--- config.mk ---
export PLATFORM = sky130hd
export DESIGN_NAME = montgomery_modexp
export DESIGN_NICKNAME = d
export VERILOG_FILES = /design/src/rtl/montgomery_modexp.sv
export SDC_FILE = /design/constraint.sdc
export NUM_CORES = 1
export LEC_CHECK = 0
export CAP_MARGIN = 10
export CELL_PAD_IN_SITES_DETAIL_PLACEMENT = 1
export CELL_PAD_IN_SITES_GLOBAL_PLACEMENT = 1
export CORE_MARGIN = 4
export CORE_UTILIZATION = 30
export DETAILED_ROUTE_END_ITERATION = 6
export GPL_TIMING_DRIVEN = 1
export HOLD_SLACK_MARGIN = 0.08
export PLACE_DENSITY_LB_ADDON = 0.1
export SYNTH_ARGS = -nofsm -noshare
export SYNTH_HDL_FRONTEND = slang
export SYNTH_SLANG_ARGS = --single-unit
--- constraint.sdc ---
create_clock -name clk -period 29.6 [get_ports clk]
set_input_delay 7.4 -clock clk [delete_from_list [all_inputs] [get_ports clk]]
set_output_delay 7.4 -clock clk [all_outputs]
set_load 0.01 [all_outputs]
--- src/rtl/montgomery_modexp.sv ---
// rtl/montgomery_modexp.sv - Montgomery modular exponentiation, one REDC per clock
//
// Purpose: computes result = base^exponent mod modulant with left-to-right
// square-and-multiply in the Montgomery domain. A single combinational REDC
// is shared by every step, so each FSM state consumes exactly one cycle.
//
// Ports:
//   clk          - clock, all state changes on the rising edge
//   reset        - synchronous active-high reset, overrides start
//   start        - request, sampled only in IDLE
//   base         - base, expected < modulant
//   exponent     - exponent, all DATA_WIDTH bits scanned MSB first
//   modulant     - odd modulus n, expected < R
//   modulant_inv - -n^-1 mod R
//   R_minus_one  - R-1 mask
//   bit_length   - log2(R), at most DATA_WIDTH
//   r2_mod       - R^2 mod n
//   busy         - high while an operation is in flight
//   done         - one-cycle pulse, result valid
//   result       - final value, held until the next done
module montgomery_modexp #(
  parameter int DATA_WIDTH = 8
) (
  input  logic                  clk,
  input  logic                  reset,
  input  logic                  start,
  input  logic [DATA_WIDTH-1:0] base,
  input  logic [DATA_WIDTH-1:0] exponent,
  input  logic [DATA_WIDTH-1:0] modulant,
  input  logic [DATA_WIDTH-1:0] modulant_inv,
  input  logic [DATA_WIDTH-1:0] R_minus_one,
  input  logic [DATA_WIDTH-1:0] bit_length,
  input  logic [DATA_WIDTH-1:0] r2_mod,
  output logic                  busy,
  output logic                  done,
  output logic [DATA_WIDTH-1:0] result
);

  localparam int W2 = 2 * DATA_WIDTH;
  localparam int W1 = DATA_WIDTH + 1;
  localparam int IW = (DATA_WIDTH > 1) ? $clog2(DATA_WIDTH) : 1;

  typedef enum logic [2:0] {
    S_IDLE      = 3'd0,
    S_CONV_B    = 3'd1,
    S_CONV_ONE  = 3'd2,
    S_SQUARE    = 3'd3,
    S_MULT      = 3'd4,
    S_FROM_MONT = 3'd5
  } state_t;

  state_t r_state;
  state_t w_next_state;

  // Operands captured at start; the live inputs are ignored afterwards.
  logic [DATA_WIDTH-1:0] r_base;
  logic [DATA_WIDTH-1:0] r_exp;
  logic [DATA_WIDTH-1:0] r_n;
  logic [DATA_WIDTH-1:0] r_ninv;
  logic [DATA_WIDTH-1:0] r_rmask;
  logic [DATA_WIDTH-1:0] r_bit_length;
  logic [DATA_WIDTH-1:0] r_r2;

  logic [DATA_WIDTH-1:0] r_acc;
  logic [DATA_WIDTH-1:0] r_bm;
  logic [IW-1:0]         r_i;
  logic [DATA_WIDTH-1:0] r_result;
  logic                  r_done;

  logic [DATA_WIDTH-1:0] w_op_a;
  logic [DATA_WIDTH-1:0] w_op_b;
  logic [W2-1:0]         w_t;
  logic [DATA_WIDTH-1:0] w_m;
  logic [W2-1:0]         w_mn;
  logic [W2:0]           w_sum;
  logic [W1-1:0]         w_u;
  logic [DATA_WIDTH-1:0] w_redc;

  // Multiplier operand selection for the shared REDC.
  always_comb begin
    w_op_a = '0;
    w_op_b = '0;
    case (r_state)
      S_CONV_B: begin
        w_op_a = r_base;
        w_op_b = r_r2;
      end
      S_CONV_ONE: begin
        w_op_a = DATA_WIDTH'(1);
        w_op_b = r_r2;
      end
      S_SQUARE: begin
        w_op_a = r_acc;
        w_op_b = r_acc;
      end
      S_MULT: begin
        w_op_a = r_acc;
        w_op_b = r_bm;
      end
      S_FROM_MONT: begin
        w_op_a = r_acc;
        w_op_b = DATA_WIDTH'(1);
      end
      default: begin
        w_op_a = '0;
        w_op_b = '0;
      end
    endcase
  end

  // REDC(t) = (t + m*n) / R, m = (t mod R) * n' mod R. The sum needs one
  // bit beyond 2W; after the shift the value is below 2n, so W+1 bits hold it
  // and a single conditional subtraction finishes the reduction.
  assign w_t    = W2'(w_op_a) * W2'(w_op_b);
  assign w_m    = ((w_t[DATA_WIDTH-1:0] & r_rmask) * r_ninv) & r_rmask;
  assign w_mn   = W2'(w_m) * W2'(r_n);
  assign w_sum  = {1'b0, w_t} + {1'b0, w_mn};
  assign w_u    = W1'(w_sum >> r_bit_length);
  assign w_redc = (w_u >= {1'b0, r_n}) ? DATA_WIDTH'(w_u - {1'b0, r_n})
                                       : w_u[DATA_WIDTH-1:0];

  // State register.
  always_ff @(posedge clk) begin
    if (reset) begin
      r_state <= S_IDLE;
    end else begin
      r_state <= w_next_state;
    end
  end

  // Next-state logic.
  always_comb begin
    w_next_state = r_state;
    case (r_state)
      S_IDLE:      w_next_state = start ? S_CONV_B : S_IDLE;
      S_CONV_B:    w_next_state = S_CONV_ONE;
      S_CONV_ONE:  w_next_state = S_SQUARE;
      S_SQUARE: begin
        if (r_exp[r_i]) begin
          w_next_state = S_MULT;
        end else if (r_i == '0) begin
          w_next_state = S_FROM_MONT;
        end else begin
          w_next_state = S_SQUARE;
        end
      end
      S_MULT:      w_next_state = (r_i == '0) ? S_FROM_MONT : S_SQUARE;
      S_FROM_MONT: w_next_state = S_IDLE;
      default:     w_next_state = S_IDLE;
    endcase
  end

  // Outputs.
  always_comb begin
    busy   = (r_state != S_IDLE);
    done   = r_done;
    result = r_result;
  end

  // Datapath registers.
  always_ff @(posedge clk) begin
    if (reset) begin
      r_base       <= '0;
      r_exp        <= '0;
      r_n          <= '0;
      r_ninv       <= '0;
      r_rmask      <= '0;
      r_bit_length <= '0;
      r_r2         <= '0;
      r_acc        <= '0;
      r_bm         <= '0;
      r_i          <= '0;
      r_result     <= '0;
      r_done       <= 1'b0;
    end else begin
      r_done <= (r_state == S_FROM_MONT);
      case (r_state)
        S_IDLE: begin
          if (start) begin
            r_base       <= base;
            r_exp        <= exponent;
            r_n          <= modulant;
            r_ninv       <= modulant_inv;
            r_rmask      <= R_minus_one;
            r_bit_length <= bit_length;
            r_r2         <= r2_mod;
          end
        end
        S_CONV_B: begin
          r_bm <= w_redc;
        end
        S_CONV_ONE: begin
          r_acc <= w_redc;
          r_i   <= IW'(DATA_WIDTH - 1);
        end
        S_SQUARE: begin
          r_acc <= w_redc;
          // A set bit keeps i for the following MULT, which decrements it.
          if (!r_exp[r_i] && (r_i != '0)) begin
            r_i <= r_i - IW'(1);
          end
        end
        S_MULT: begin
          r_acc <= w_redc;
          if (r_i != '0) begin
            r_i <= r_i - IW'(1);
          end
        end
        S_FROM_MONT: begin
          r_result <= w_redc;
        end
        default: begin
          r_acc <= r_acc;
        end
      endcase
    end
  end

endmodule

After elaboration in Yosys (flattened, before gate mapping)
Index checks and enable logic that the tools add are counted.
{"block": "op_classes", "n_reduce_logical": 12, "n_eq_ne": 7, "n_addsub": 3, "muxes": 12, "shifts": 1, "n_bitwise": 2, "magnitude_cmp": 2, "multipliers": 3}
{"op": "$mul A8 B8 Y16", "n": 2}
{"op": "$pmux W8 S4", "n": 1}
{"op": "$pmux W8 S3", "n": 1}
{"op": "$add A16 B16 Y17", "n": 1}
{"op": "$shr A17 B8 Y9", "n": 1}
{"op": "$and A8 B8 Y8", "n": 2}
{"op": "$pmux W3 S5", "n": 1}
{"op": "$mux W3", "n": 4}
{"op": "$ge A9 B8 Y1", "n": 1}
{"op": "$pmux W3 S3", "n": 1}
{"op": "$reduce_bool A3 Y1", "n": 3}
{"op": "$mul A8 B8 Y8", "n": 1}
{"op": "$mux W8", "n": 1}
{"op": "$sub A8 B8 Y8", "n": 1}
{"op": "$eq A3 B2 Y1 const B", "n": 2}
{"op": "$eq A3 B3 Y1 const B", "n": 2}
{"op": "$logic_not A3 Y1", "n": 2}
{"op": "$reduce_or A3 Y1", "n": 2}
{"op": "$lt A3 B4 Y1 const B", "n": 1}
{"op": "$ne A2 B2 Y1 const B", "n": 2}
{"op": "$bmux W1 S3", "n": 1}
{"op": "$eq A3 B1 Y1 const B", "n": 1}
{"op": "$reduce_and A3 Y1", "n": 1}
{"op": "$sub A3 B1 Y3 const B", "n": 1}
{"op": "5 further kinds", "n": 6}
{"block": "word_totals", "elab_cells": 55, "register_bits": 87}

Logic depth before layout (Yosys ltp)
{"block": "logic_depth", "ltp_word": 12, "ltp_mapped": 56, "mapped_depth_nobuf": 54}

Worst setup path before layout
OpenSTA, ideal clock, no wires.
{"block": "synth_path", "kind": "register to register", "startpoint": "register r_state[1]", "endpoint": "register r_bm[0]", "arrival_time_ns": 13.331, "path_stages_with_launch": 53, "path_slack_ns": 16.190, "period_less_slack_ns": 13.410, "required_time_ns": 29.521, "path_cell_list": "dfxtp_1 > clkbuf_1 > nand2_1 > o21ai_0 > clkbuf_1 > a22o_1 > nand2_1 > fa_1 > fa_1 > inv_1 > fa_1 > fa_1 > ha_1 > xnor2_1 > and3_1 > fa_1 > fa_1 > fa_1 > (+17 left out) > nor2_1 > a221oi_1 > a21oi_1 > a221oi_1 > nand2b_1 > a211oi_1 > o21ai_0 > inv_1 > ha_1 > nor2b_1 > o21ai_0 > a21boi_0 > o31ai_1 > a21oi_1 > a311oi_4 > o21ai_4 > mux2_4 > a211oi_2"}
{"block": "synth_via", "elab_chain_len": 12, "word_cells_on_any_way": 19, "cone_classes": "add/sub (2); mul (3); order compare (1); eq/ne (5); shift (1); mux (3); bitwise (2); reduce/logical (2)"}
{"element": "from (decl)", "line": "52", "rtl": "state_t r_state;"}
{"element": "from (signal assigned)", "line": "127", "rtl": "r_state <= w_next_state;"}
{"element": "$eq A3 B3 Y1 (tied with other cells)", "line": "83", "rtl": "case (r_state)"}
{"element": "$reduce_or A3 Y1 (no line) or $reduce_or A2 Y1 (tied branches)"}
{"element": "$pmux W8 S3 or $pmux W8 S4 (tied branches)", "line": "83"}
{"element": "$mul A8 B8 Y16", "line": "114", "rtl": "assign w_t = W2'(w_op_a) * W2'(w_op_b);"}
{"element": "$and A8 B8 Y8", "line": "115", "rtl": "assign w_m = ((w_t[DATA_WIDTH-1:0] & r_rmask) * r_ninv) & r_rmask;"}
{"element": "$mul A8 B8 Y8", "line": "115"}
{"element": "$and A8 B8 Y8", "line": "115"}
{"element": "$mul A8 B8 Y16", "line": "116", "rtl": "assign w_mn = W2'(w_m) * W2'(r_n);"}
{"element": "$add A16 B16 Y17", "line": "117", "rtl": "assign w_sum = {1'b0, w_t} + {1'b0, w_mn};"}
{"element": "$shr A17 B8 Y9", "line": "118", "rtl": "assign w_u = W1'(w_sum >> r_bit_length);"}
{"element": "$sub A8 B8 Y8 or $ge A9 B8 Y1 (tied branches)", "line": "119", "rtl": "assign w_redc = (w_u >= {1'b0, r_n}) ? DATA_WIDTH'(w_u - {1'b0, r_n})"}
{"element": "$mux W8", "line": "119"}
{"element": "to (signal assigned)", "line": "190", "rtl": "r_bm <= w_redc;"}
{"element": "to (decl)", "line": "65", "rtl": "logic [DATA_WIDTH-1:0] r_bm;"}
Several ways; a longest one is shown, not always the timed one.
A chain may end at the register's enable or synchronous reset.

Worst setup path after layout
{"block": "layout_path", "startpoint": "register r_state[2]", "endpoint": "register r_result[7] (netlist: result[7])"}
{"block": "layout_via", "elab_chain_len": 12, "word_cells_on_any_way": 19, "cone_classes": "add/sub (2); mul (3); order compare (1); eq/ne (5); shift (1); mux (3); bitwise (2); reduce/logical (2)"}
{"element": "$eq A3 B3 Y1 (tied with other cells)", "line": "83, 177"}
{"element": "$reduce_or A3 Y1 (no line) or $reduce_or A2 Y1 (tied branches)"}
{"element": "$pmux W8 S3 or $pmux W8 S4 (tied branches)", "line": "83"}
{"element": "$mul A8 B8 Y16", "line": "114"}
{"element": "$and A8 B8 Y8", "line": "115"}
{"element": "$mul A8 B8 Y8", "line": "115"}
{"element": "$and A8 B8 Y8", "line": "115"}
{"element": "$mul A8 B8 Y16", "line": "116"}
{"element": "$add A16 B16 Y17", "line": "117"}
{"element": "$shr A17 B8 Y9", "line": "118"}
{"element": "$sub A8 B8 Y8 or $ge A9 B8 Y1 (tied branches)", "line": "119"}
{"element": "$mux W8", "line": "119"}
{"element": "to (signal assigned)", "line": "210", "rtl": "r_result <= w_redc;"}
{"element": "to (decl)", "line": "67", "rtl": "logic [DATA_WIDTH-1:0] r_result;"}
Several ways; a longest one is shown, not always the timed one.

==> qor.txt <==
Worst-Skew Late Latency -> 0.37 ns
Worst setup EP type -> flip-flop
DIE AREA -> 38400 um^2
delay-heaviest family, CP -> adder cells
Seq/Total Area, Yosys -> 16.4%
R2R setup slack -> 14.21 ns
final core occ -> 34.4%
hold buffers post-CTS -> 0
Setup CP Type -> reg2reg
final clock skew -> 0.0142 ns
leak pwr -> 5.23 nW
Vias/cell -> 5.20
Worst Path Arrival -> 15.59 ns
status -> complete, no violations
# nets final -> 1590
initial DRC count -> 523
Finished Cell Area -> 11900 um^2
Max Slew Vio Count -> 0
Rows -> 68
Mapped Avg Cell Area -> 8.06 um^2
register area -> 1740 um^2
CTS tree -> yes
gr ovfl total -> 0
Max stage delay on crit path -> 0.80 ns
DRC Markers -> 0
Vias -> 9327
starting density of the core -> 30.6%
Final setup viols -> 0
Multi-input gate area -> 8010 um^2
Distinct cells, synth -> 82
drt wl/cell -> 19.0 um
clock sinks -> 87
H-tree Lvls -> 3
Min-Delay Startpoint -> r_exp[2]
I/O Pins -> 69
synth warn -> 0
Netlist Area Pre-Place -> 10600 um^2
post-CTS sizing -> 0
r2r worst-path depth -> 50
setup tns final -> 0 ns
final hold viol count -> 0
final hold slack -> 0.459 ns
IO Port Bufs -> 68
DPL Wire Length -> 27500 um
capturing point of the worst reg2reg path -> result[7]
maximum clock frequency -> 65.0 MHz
Crit path depth -> 50
number of synthesized register bits -> 87
largest net degree at the start of global routing -> 88
Worst Tran Pin Value -> 1.08 ns
internal power contribution -> 0.269 mW
Clock Path Buffers -> 2
Cell Area, Placed -> 11600 um^2
Pwr per Cell Area -> 37.7 nW/um^2
share of cells above drive strength 1 -> 4.41%
Endpoint, Worst Hold -> r_exp[2]
Die X -> 196 um
Reg clk slew, reported paths -> 0.07 ns
Slew HR -> 27.9%
critical path buffer and inverter count -> 6
total track usage -> 17.9%
Filler Cells Inserted -> 4182
clock share of power -> 28.2%
Routability Congestion -> 0.869
Post-CTS Setup Bufs -> 0
Flop pwr share -> 35.8%
unrepaired setup endpoints after global routing -> no
final worst slack -> 14.21 ns
worst hold path stage count -> 2
first-pass GRT wire length -> 55100 um
Final Non-Filler Cells -> 1793
Syn Nets -> 1573
reg-to-reg startpoint -> r_state[2]
ys flop type -> dfxtp_1
Tot Pwr -> 0.450 mW
maxcap violations -> 0
vias in the first global route -> 9631
core area -> 34700 um^2
area delta synth->final -> 12.5%
Root Driver -> clkbuf_16
CP startpoint kind -> flip-flop
final period utilization -> 52.0%
worst vdd ir -> 0.0000319 V
Pre-antenna DRT Iters -> 5
CTS Buf Count -> 9
EDFF count, synth -> 0
WP data required -> 29.80 ns
Psw -> 0.181 mW
Die H -> 196 um
DRT antenna net count -> 0
initial antenna violation count -> 1
Setup WS pre-CTS -> 14.25 ns
Syn Inst Count -> 1316
min-delay worst type -> reg2reg
Comb pwr share -> 36.1%
async set-reset flop share out of synthesis -> 0%
switch share -> 40.2%
Cells after DPL -> 1777
highest-delay cell along the critical path -> dfxtp_1
final WL -> 34100 um
Crit Path Max Fanout -> 23
critical path's most frequent cell -> fa_1
Final min period -> 15.39 ns
-- cell usage in the layout, fill, tap and decap left out, drive strengths merged, types with 9 or more instances in the layout --
| cell | n |
|---|---|
| nand2 | 190 |
| inv | 156 |
| fa | 100 |
| ha | 98 |
| nor2 | 94 |
| dfxtp | 87 |
| a21oi | 82 |
| and3 | 73 |
| clkdlybuf4s50 | 67 |
| a211oi | 33 |
| o21ai | 33 |
| nand3 | 31 |
| xnor2 | 28 |
| and2 | 23 |
| nand2b | 15 |
| a22oi | 13 |
| nor2b | 13 |
| nor3 | 13 |
| o21a | 12 |
| a21o | 12 |
| xor2 | 10 |
| mux2i | 9 |
| clkbuf | 9 |
-- logic make-up (layout without fill, tap and decap cells) --
kind of cell	count (synthesis)	in the layout	share of synthesized area (%)
compound gates	278	278	18.8
xor+xnor	38	38	3.14
fa+ha+maj	198	198	30.4
buf+inv	223	244	8.18
flops	87	87	16.4
mux	16	16	1.95
other cells	0	1	0
simple gates	476	476	21.1
-- per-layer routing --
metal	vias to the layer above	part of all wire (%)	track usage (%)
met2	132	47	29.2
met4	0	0.70	2.56
met5	-	0	0
li1	4505	-	-
met3	15	3.1	2.66
met1	4675	49	25.8
-- worst max-delay path by stage --
stage	slack (ns)	end	from
2_1_floorplan	16.19	r_bm[0]	r_state[1]
5_1_grt	12.98	r_acc[2]	r_state[0]
6_report	14.21	result[7]	r_state[2]
3_5_place_dp	14.25	r_bm[2]	r_state[0]
3_3_place_gp	14.61	r_acc[2]	r_state[0]
4_1_cts	14.18	r_acc[2]	r_state[0]
-- cells in the mapped netlist, types with 5 or more instances --
cell type / n / area share [%]
a311oi_1: 6 / 0.50
o2111ai_1: 6 / 0.50
nor2b_1: 13 / 0.77
o21ai_0: 29 / 1.4
a21o_1: 10 / 0.71
a21oi_1: 82 / 3.9
a211oi_1: 29 / 2.1
a22oi_1: 13 / 0.92
nor3_1: 12 / 0.57
nand2_1: 190 / 6.7
nor2_1: 94 / 3.3
a22o_1: 7 / 0.58
nand3_1: 31 / 1.5
dfxtp_1: 87 / 16
clkbuf_1: 52 / 1.8
buf_2: 6 / 0.28
xor2_1: 10 / 0.83
nand2b_1: 15 / 0.88
fa_1: 100 / 19
o211ai_1: 7 / 0.50
o21a_1: 12 / 0.85
mux2i_1: 9 / 0.85
and3_1: 71 / 4.2
nor3b_1: 7 / 0.50
nand4_1: 5 / 0.29
buf_1: 6 / 0.21
xnor2_1: 28 / 2.3
and2_1: 21 / 1.2
inv_1: 153 / 5.4
o21bai_1: 8 / 0.57
o22ai_1: 5 / 0.29
ha_1: 98 / 12
-- tightest hold or removal path, cell delays in order, from the launching register on --
cell and delay (ns):
dfxtp_1 0.31, nand2_1 0.05, a21oi_1 0.05
-- sequential cells by signal, summed over array words and instances (netlist names), 8 cells and up --
signal,count
r_ninv,8
r_r2,8
r_n,8
r_bm,8
r_rmask,8
result,8
r_exp,8
r_base,8
r_bit_length,8
r_acc,8
-- final cells by class --
cell class	count	area share [%]
Sequential cell	87	14.6
Inverter	155	4.87
Clock inverter	6	0.765
Timing Repair Buffer	74	6.04
Clock buffer	9	1.89
Multi-Input combinational cell	1006	67.1
Antenna cell	1	0.0210
Tap cell	455	4.77
-- power by group through the flow --
stage | sequential, mW | combinational, mW | clock [mW]
after global placement | 0.163 | 0.161 | 0
after detailed placement | 0.163 | 0.162 | 0
after floorplan | 0.145 | 0.121 | 0
after CTS | 0.161 | 0.163 | 0.132
after global routing | 0.164 | 0.182 | 0.136
final | 0.161 | 0.162 | 0.127
(Power assumes the default switching activity.)
